## config.mk

```make
export PLATFORM = sky130hd
export DESIGN_NAME = risc_v_multicycle_controller_flat
export DESIGN_NICKNAME = d
export VERILOG_FILES = /design/src/rtl/risc_v_multicycle_controller_if.sv /design/src/rtl/risc_v_multicycle_controller.sv /design/src/flat_wrapper.sv
export SDC_FILE = /design/constraint.sdc
export NUM_CORES = 1
export LEC_CHECK = 0
export CORE_UTILIZATION = 35
export DETAILED_ROUTE_END_ITERATION = 8
export PLACE_DENSITY = 0.68
export RECOVER_POWER = 25
export SLEW_MARGIN = 20
export SYNTH_ARGS = -nofsm -noshare
export SYNTH_HDL_FRONTEND = slang
export SYNTH_SLANG_ARGS = --single-unit
```

## constraint.sdc

```tcl
create_clock -name clk -period 1.8 [get_ports clk]
set_input_delay 0.36 -clock clk [delete_from_list [all_inputs] [get_ports clk]]
set_output_delay 0.36 -clock clk [all_outputs]
set_load 0.01 [all_outputs]
```

## src/rtl/risc_v_multicycle_controller_if.sv

```systemverilog
// Controller <-> datapath bundle: decoded instruction fields and ALU flags
// flow into the controller, strobes and mux selects flow out.
//   master : controller side (samples fields/flags, drives controls)
//   slave  : datapath side
interface risc_v_multicycle_controller_if;
    logic [6:0] op;          // instr[6:0]
    logic [2:0] func3;       // instr[14:12]
    logic       func7;       // instr[30]
    logic       zero;        // ALU result == 0
    logic       neg;         // ALU result sign bit

    logic       PCWrite;     // PC register enable
    logic       adrSrc;      // memory address: 0=PC, 1=Result
    logic       memWrite;    // memory write strobe
    logic       IRWrite;     // IR/OldPC enable
    logic       regWrite;    // register file write strobe
    logic [1:0] resultSrc;   // 0=ALUOut 1=Data 2=ALUResult 3=ImmExt
    logic [1:0] ALUSrcA;     // 0=PC 1=OldPC 2=A 3=0
    logic [1:0] ALUSrcB;     // 0=B 1=ImmExt 2=4 3=0
    logic [2:0] ALUControl;  // 000 ADD 001 SUB 010 AND 011 OR 100 SLT 101 XOR
    logic [2:0] immSrc;      // 000 I 001 S 010 B 011 J 100 U
    logic       halted;      // illegal instruction seen

    modport master (
        input  op, func3, func7, zero, neg,
        output PCWrite, adrSrc, memWrite, IRWrite, regWrite,
               resultSrc, ALUSrcA, ALUSrcB, ALUControl, immSrc, halted
    );

    modport slave (
        output op, func3, func7, zero, neg,
        input  PCWrite, adrSrc, memWrite, IRWrite, regWrite,
               resultSrc, ALUSrcA, ALUSrcB, ALUControl, immSrc, halted
    );
endinterface

```

## src/rtl/risc_v_multicycle_controller.sv

```systemverilog
// Main control FSM of the multicycle RISC-V datapath. One state per cycle;
// controls decode combinationally from the state register (branch PCWrite
// also from zero/neg, EXEC ALU op from func3/func7).
//   clk : system clock, rising edge
//   rst : synchronous active-high reset -> FETCH, clears halted
//   bus : controller side of the controller/datapath bundle
module risc_v_multicycle_controller (
    input  logic                          clk,
    input  logic                          rst,
    risc_v_multicycle_controller_if.master bus
);
    localparam logic [6:0] OP_R    = 7'b0110011;
    localparam logic [6:0] OP_I    = 7'b0010011;
    localparam logic [6:0] OP_LW   = 7'b0000011;
    localparam logic [6:0] OP_SW   = 7'b0100011;
    localparam logic [6:0] OP_BR   = 7'b1100011;
    localparam logic [6:0] OP_JAL  = 7'b1101111;
    localparam logic [6:0] OP_JALR = 7'b1100111;
    localparam logic [6:0] OP_LUI  = 7'b0110111;

    localparam logic [2:0] ALU_ADD = 3'b000;
    localparam logic [2:0] ALU_SUB = 3'b001;
    localparam logic [2:0] ALU_AND = 3'b010;
    localparam logic [2:0] ALU_OR  = 3'b011;
    localparam logic [2:0] ALU_SLT = 3'b100;
    localparam logic [2:0] ALU_XOR = 3'b101;

    localparam logic [2:0] IMM_I = 3'b000;
    localparam logic [2:0] IMM_S = 3'b001;
    localparam logic [2:0] IMM_B = 3'b010;
    localparam logic [2:0] IMM_J = 3'b011;
    localparam logic [2:0] IMM_U = 3'b100;

    typedef enum logic [3:0] {
        S_FETCH, S_DECODE, S_EXEC_R, S_EXEC_I, S_ALU_WB,
        S_MEM_ADR, S_MEM_READ, S_MEM_WB, S_MEM_WRITE,
        S_BRANCH, S_JAL, S_JALR, S_LINK, S_LUI, S_HALT
    } state_t;

    state_t state, state_nxt;

    logic       pc_write, adr_src, mem_write, ir_write, reg_write, halted;
    logic [1:0] result_src, alu_src_a, alu_src_b;
    logic [2:0] alu_control, imm_src;

    logic alu_f3_ok, br_f3_ok, br_taken;

    // ALU operation for R/I-type; sub only honoured for R-type
    function automatic logic [2:0] alu_op(input logic [2:0] f3, input logic sub);
        case (f3)
            3'b000:  alu_op = sub ? ALU_SUB : ALU_ADD;
            3'b111:  alu_op = ALU_AND;
            3'b110:  alu_op = ALU_OR;
            3'b010:  alu_op = ALU_SLT;
            3'b100:  alu_op = ALU_XOR;
            default: alu_op = ALU_ADD;
        endcase
    endfunction

    // Legal func3 sets and branch resolution
    always_comb begin
        alu_f3_ok = (bus.func3 == 3'b000) || (bus.func3 == 3'b010) ||
                    (bus.func3 == 3'b100) || (bus.func3 == 3'b110) ||
                    (bus.func3 == 3'b111);
        br_f3_ok  = (bus.func3 == 3'b000) || (bus.func3 == 3'b001) ||
                    (bus.func3 == 3'b100) || (bus.func3 == 3'b101);
        case (bus.func3)
            3'b000:  br_taken = bus.zero;
            3'b001:  br_taken = ~bus.zero;
            3'b100:  br_taken = bus.neg;
            3'b101:  br_taken = ~bus.neg;
            default: br_taken = 1'b0;
        endcase
    end

    // State register
    always_ff @(posedge clk) begin
        if (rst) state <= S_FETCH;
        else     state <= state_nxt;
    end

    // Next state and control decode
    always_comb begin
        state_nxt   = state;
        pc_write    = 1'b0;
        adr_src     = 1'b0;
        mem_write   = 1'b0;
        ir_write    = 1'b0;
        reg_write   = 1'b0;
        result_src  = 2'd0;
        alu_src_a   = 2'd0;
        alu_src_b   = 2'd0;
        alu_control = ALU_ADD;
        imm_src     = IMM_I;
        halted      = 1'b0;

        case (state)
            S_FETCH: begin
                ir_write   = 1'b1;
                alu_src_b  = 2'd2;
                result_src = 2'd2;
                pc_write   = 1'b1;
                state_nxt  = S_DECODE;
            end
            S_DECODE: begin
                // OldPC+imm lands in ALUOut as branch/jal target
                alu_src_a = 2'd1;
                alu_src_b = 2'd1;
                if (bus.op == OP_BR)       imm_src = IMM_B;
                else if (bus.op == OP_JAL) imm_src = IMM_J;
                case (bus.op)
                    OP_R:         state_nxt = alu_f3_ok ? S_EXEC_R : S_HALT;
                    OP_I:         state_nxt = alu_f3_ok ? S_EXEC_I : S_HALT;
                    OP_LW, OP_SW: state_nxt = (bus.func3 == 3'b010) ? S_MEM_ADR : S_HALT;
                    OP_BR:        state_nxt = br_f3_ok ? S_BRANCH : S_HALT;
                    OP_JAL:       state_nxt = S_JAL;
                    OP_JALR:      state_nxt = S_JALR;
                    OP_LUI:       state_nxt = S_LUI;
                    default:      state_nxt = S_HALT;
                endcase
            end
            S_EXEC_R: begin
                alu_src_a   = 2'd2;
                alu_control = alu_op(bus.func3, bus.func7);
                state_nxt   = S_ALU_WB;
            end
            S_EXEC_I: begin
                alu_src_a   = 2'd2;
                alu_src_b   = 2'd1;
                alu_control = alu_op(bus.func3, 1'b0);
                state_nxt   = S_ALU_WB;
            end
            S_ALU_WB: begin
                reg_write = 1'b1;
                state_nxt = S_FETCH;
            end
            S_MEM_ADR: begin
                alu_src_a = 2'd2;
                alu_src_b = 2'd1;
                imm_src   = (bus.op == OP_SW) ? IMM_S : IMM_I;
                state_nxt = (bus.op == OP_SW) ? S_MEM_WRITE : S_MEM_READ;
            end
            S_MEM_READ: begin
                adr_src   = 1'b1;
                state_nxt = S_MEM_WB;
            end
            S_MEM_WB: begin
                result_src = 2'd1;
                reg_write  = 1'b1;
                state_nxt  = S_FETCH;
            end
            S_MEM_WRITE: begin
                adr_src   = 1'b1;
                mem_write = 1'b1;
                state_nxt = S_FETCH;
            end
            S_BRANCH: begin
                alu_src_a   = 2'd2;
                alu_control = ALU_SUB;
                pc_write    = br_taken;
                state_nxt   = S_FETCH;
            end
            S_JAL: begin
                pc_write  = 1'b1;
                state_nxt = S_LINK;
            end
            S_JALR: begin
                // rs1 already latched in A, so rd==rs1 is safe
                alu_src_a  = 2'd2;
                alu_src_b  = 2'd1;
                result_src = 2'd2;
                pc_write   = 1'b1;
                state_nxt  = S_LINK;
            end
            S_LINK: begin
                alu_src_a  = 2'd1;
                alu_src_b  = 2'd2;
                result_src = 2'd2;
                reg_write  = 1'b1;
                state_nxt  = S_FETCH;
            end
            S_LUI: begin
                imm_src    = IMM_U;
                result_src = 2'd3;
                reg_write  = 1'b1;
                state_nxt  = S_FETCH;
            end
            S_HALT: begin
                halted    = 1'b1;
                state_nxt = S_HALT;
            end
            default: state_nxt = S_FETCH;
        endcase

        // Abandoned instruction must not leave a partial write behind
        if (rst) begin
            pc_write  = 1'b0;
            ir_write  = 1'b0;
            mem_write = 1'b0;
            reg_write = 1'b0;
        end
    end

    assign bus.PCWrite    = pc_write;
    assign bus.adrSrc     = adr_src;
    assign bus.memWrite   = mem_write;
    assign bus.IRWrite    = ir_write;
    assign bus.regWrite   = reg_write;
    assign bus.resultSrc  = result_src;
    assign bus.ALUSrcA    = alu_src_a;
    assign bus.ALUSrcB    = alu_src_b;
    assign bus.ALUControl = alu_control;
    assign bus.immSrc     = imm_src;
    assign bus.halted     = halted;
endmodule
```

## src/flat_wrapper.sv

```systemverilog
// flat-port wrapper written by rule: the top's interface ports become plain ports
module risc_v_multicycle_controller_flat 
  (clk, rst, bus_op, bus_func3, bus_func7, bus_zero, bus_neg, bus_PCWrite, bus_adrSrc, bus_memWrite, bus_IRWrite, bus_regWrite, bus_resultSrc, bus_ALUSrcA, bus_ALUSrcB, bus_ALUControl, bus_immSrc, bus_halted);
  risc_v_multicycle_controller_if bus_i ();
  input  logic clk;
  input  logic rst;
  input wire logic [$bits(bus_i.op)-1:0] bus_op;
  input wire logic [$bits(bus_i.func3)-1:0] bus_func3;
  input wire logic [$bits(bus_i.func7)-1:0] bus_func7;
  input wire logic [$bits(bus_i.zero)-1:0] bus_zero;
  input wire logic [$bits(bus_i.neg)-1:0] bus_neg;
  output wire logic [$bits(bus_i.PCWrite)-1:0] bus_PCWrite;
  output wire logic [$bits(bus_i.adrSrc)-1:0] bus_adrSrc;
  output wire logic [$bits(bus_i.memWrite)-1:0] bus_memWrite;
  output wire logic [$bits(bus_i.IRWrite)-1:0] bus_IRWrite;
  output wire logic [$bits(bus_i.regWrite)-1:0] bus_regWrite;
  output wire logic [$bits(bus_i.resultSrc)-1:0] bus_resultSrc;
  output wire logic [$bits(bus_i.ALUSrcA)-1:0] bus_ALUSrcA;
  output wire logic [$bits(bus_i.ALUSrcB)-1:0] bus_ALUSrcB;
  output wire logic [$bits(bus_i.ALUControl)-1:0] bus_ALUControl;
  output wire logic [$bits(bus_i.immSrc)-1:0] bus_immSrc;
  output wire logic [$bits(bus_i.halted)-1:0] bus_halted;
  assign bus_i.op = bus_op;
  assign bus_i.func3 = bus_func3;
  assign bus_i.func7 = bus_func7;
  assign bus_i.zero = bus_zero;
  assign bus_i.neg = bus_neg;
  assign bus_PCWrite = bus_i.PCWrite;
  assign bus_adrSrc = bus_i.adrSrc;
  assign bus_memWrite = bus_i.memWrite;
  assign bus_IRWrite = bus_i.IRWrite;
  assign bus_regWrite = bus_i.regWrite;
  assign bus_resultSrc = bus_i.resultSrc;
  assign bus_ALUSrcA = bus_i.ALUSrcA;
  assign bus_ALUSrcB = bus_i.ALUSrcB;
  assign bus_ALUControl = bus_i.ALUControl;
  assign bus_immSrc = bus_i.immSrc;
  assign bus_halted = bus_i.halted;
  risc_v_multicycle_controller u_core (.clk(clk), .rst(rst), .bus(bus_i));
endmodule
```

==> key figures <==
Status
  – Status: complete, no violations

Synthesis
  – Proportion of netlist area held by the largest area contributor: 0.1047
  – Fraction of the mapped netlist area in simple logic gates: 0.3813
  – Post-synthesis instance total: 121
  – Netlist cell types: 45
  – Combinational family with the most area after synthesis: simple AND/OR/NAND/NOR gates
  – Proportion of synthesized area in mux cells: 0.02782
  – Flip-flop and latch count after synthesis: 4
  – Post-synth top area cell: dfxtp_1
  – Number of flops mapped to enable cells by yosys: 0
  – Count leader, synth: nand2_1
  – Top flip-flop cell by instance count after synthesis: dfxtp_1
  – Xor/xnor share of the synthesized area: 0.04583
  – Compound-Gate Fraction of Synth Area: 0.3175
  – Yosys warning total: 0
  – Cell area after technology mapping: 764.5 um^2
  – Post-synthesis sequential area ratio: 0.1047
  – Top post-synthesis cells by count: nand2_1 (16), nor2_1 (13), a21oi_1 (9), inv_1 (7)
  – Adder-cell area share of the yosys netlist: 0
  – Total nets after synthesis: 136
  – Synth Area per Inst: 6.318 um^2
  – Cells taking the most area after synthesis: dfxtp_1 (10%), nand2_1 (7.9%), nor2_1 (6.4%)
  – Share of synthesized flip-flops with an asynchronous set or reset: 0

Floorplanning
  – Number of top-level design ports: 33
  – Full die area: 2375 um^2
  – Horizontal die dimension: 48.74 um
  – Site Rows: 16
  – Initial core utilization: 0.3819
  – Vertical extent of the die: 48.74 um
  – Area inside the core boundary: 2002 um^2

Setup path
  – Buffers plus inverters on the worst setup path: 2
  – Worst setup slack for register-to-register paths: 0.50 ns
  – Startpoint types: primary input
  – Largest delay share family, worst path: buffers and inverters
  – Classification of the worst setup path: primary input to output pin
  – Crit path max fanout: 2
  – Worst Setup End Kind: output pin
  – Delay of the slowest critical-path stage: 0.25 ns
  – Slowest stage cell on the critical path: dlygate4sd2_1
  – Cells along the critical path: dlygate4sd2_1 -> xor2_1 -> o31ai_1 -> a21oi_1 -> nor3_1 -> buf_2
  – Endpoint arrival time on the critical path: 1.39 ns
  – Crit path required time: 1.44 ns

Power
  – Net switching power: 0.0007270 W
  – Static leakage: 0.6496 nW
  – Highest ir drop seen on vdd: 0.6723 mV
  – Combinational cell fraction of total power: 0.779
  – Areal power density over the cells: 1175 nW/um^2
  – Share of power burned in the clock network: 0.074
  – Internal power contribution: 0.0008297 W
  – Relative contribution of sequential cells to total power: 0.147
  – Fraction of power spent switching nets: 0.4670

Worst hold path
  – Min-Delay Path Class: flip-flop to flip-flop

Global routing
  – Tot GR Track Use: 0.2471
  – Antenna violations before repair: 0
  – Gr ovfl total: 0
  – Via count of the first global-routing pass: 1057
  – Global-route wire length before repair: 4554 um
  – Pin count of the biggest net entering global routing: 15

Timing
  – Highest clock frequency the design can meet: 571.4 MHz
  – Remaining max-slew budget at the tightest pin: 0.8050
  – Pins Over Slew Limit: 0
  – Clk_skew: 0.007824 ns
  – Min Clock Period, post-route: 1.750 ns
  – Setup violations, final: 0
  – Post-route fraction of the period consumed by the critical path: 0.9722
  – RSZ-0062 raised after global routing: true
  – Final Hold Fails: 0
  – Least-Margin Pin Slew: 0.2884 ns

Clock network
  – Count of hold-fix buffers inserted at cts: 0
  – Maximum level of the CTS H-tree: 1
  – Clock Tree Buf Depth: 2
  – Clock root buffer: clkbuf_4
  – TritonCTS clock tree: done
  – Sink count of the clock tree: 4
  – Clock slew seen by the registers of the worst setup and hold paths: 0.03 ns
  – TritonCTS Buffers: 3
  – Clock latency reported for the late side of the worst-skew pair: 0.24 ns

Drt
  – Count of TritonRoute iterations in the first routing pass: 4
  – Post-route DRC violation count: 0
  – Avg WL per Cell: 13.49 um
  – DR vias: 1166
  – Post-detailed-routing wire length: 2793 um
  – ANT nets after route: 0
  – First-iteration detailed-routing DRC count: 37
  – Per-cell via count in the routed design: 5.633

Finish
  – Layout overhead on the synthesized area: 73.32%
  – Final Non-Filler Cells: 207
  – Area of all placed cells without fillers: 1325 um^2
  – Top reg by flops: u_core.state
  – Count of inserted antenna diode cells: 0
  – Final net count: 197
  – Filler cell count: 189
  – Registers with the highest flip-flop counts: u_core.state x4
  – Fraction of final layout cells with drive strength greater than 1: 0.3944
  – Number of flip-flops in the largest register: 4

Place
  – Detailed-placement wirelength estimate: 2100 um
  – Placed cell area: 1314 um^2
  – Count of buffers inserted at the top-level ports: 32
  – Routability-driven placement congestion ratio: 0.9178
  – Cell Count Post-Placement: 202

Run
  – Max-cap check violation count: 0
==> placed cells by master, fill, tap and decap left out, types with 2 or more instances in the layout <==
cell | synthesis | layout
dlymetal6s2s_1 | 0 | 3
buf_2 | 3 | 4
nor4b_1 | 2 | 2
xor2_1 | 3 | 3
inv_1 | 7 | 5
a31oi_1 | 2 | 2
o2bb2ai_1 | 3 | 3
nand2b_1 | 5 | 5
clkbuf_4 | 0 | 3
dfxtp_4 | 0 | 2
nor3_1 | 4 | 4
dlygate4sd2_1 | 0 | 15
nor4_2 | 0 | 2
nand2_1 | 16 | 16
o21ai_0 | 6 | 4
nor2_2 | 0 | 2
nor4_1 | 4 | 2
buf_6 | 2 | 3
clkbuf_1 | 6 | 2
a21oi_1 | 9 | 8
buf_4 | 0 | 34
inv_2 | 0 | 2
o31ai_1 | 2 | 2
nor2_1 | 13 | 10
dfxtp_2 | 0 | 2
clkbuf_2 | 0 | 7
nand3_1 | 2 | 2
o21ai_1 | 1 | 3
==> what timing repair did <==
action / in CTS / in global routing
setup buffers: 2 / 0
resized for setup: 55 / 32
pin swaps: 5 / 6
endpoints found under the setup margin: 20 / 13
==> routing by layer <==
layer  track usage  part of all wire  vias up
li1              -                 -      556
met1        0.2604              0.40      548
met2        0.4722              0.52       53
met3       0.02830             0.046        9
met4        0.1275             0.027        0
met5             0                 0        -
==> final cells by class <==
type	count	area (um^2)	area share
Multi-Input combinational cell	97	620.6	0.4684
Timing Repair Buffer	69	531.8	0.4013
Sequential cell	4	90.09	0.06799
Tap cell	27	33.78	0.02550
Inverter	7	26.28	0.01983
Clock buffer	3	22.52	0.01700
==> worst paths after layout <==
kind / start / to / depth (start not counted)
max: bus_func3[0] / bus_PCWrite / 6
min reg2reg: u_core.state[0] / u_core.state[0] / 2
min: u_core.state[0] / u_core.state[0] / 2
max reg2reg: u_core.state[3] / u_core.state[3] / 6
==> tightest hold or removal path: cells and delay by family, from the launching register on <==
family	cells	cell delay (ns)
and+or+nand+nor	1	0.11
AOI/OAI and AO/OA	1	0.08
DFF	1	0.36
==> stage by stage <==
step | utilization | setup TNS, ns | setup slack [ns] | hold WS [ns] | total power (W)
4_1_cts | 0.6644 | -0.1808 | -0.1808 | 0.6130 | 0.001531
3_3_place_gp | 0.6563 | -4.925 | -0.7052 | 0.6650 | 0.001447
5_1_grt | 0.6619 | -0.03258 | -0.03258 | 0.6476 | 0.001672
2_1_floorplan | - | 0 | 0.1708 | 0.6218 | 0.0007839
6_report | 0.6619 | 0 | 0.04999 | 0.6019 | 0.001557
3_5_place_dp | 0.6563 | -5.107 | -0.7361 | 0.6752 | 0.001451
==> logic make-up after synthesis <==
family	after synthesis
AO/OA/AOI/OAI	35
flip-flops	4
AND/OR/NAND/NOR	56
buffers and inverters	20
XOR/XNOR	4
multiplexers	2
==> power by group through the flow <==
stage               Clock (W)  Combinational (W)  Sequential, W
floorplan                   0           0.000637       0.000147
global placement            0            0.00125       0.000197
detailed placement          0            0.00126       0.000194
CTS                  0.000115            0.00119       0.000223
global route         0.000124            0.00131       0.000238
finish               0.000115            0.00121       0.000229
(Power assumes the default switching activity.)
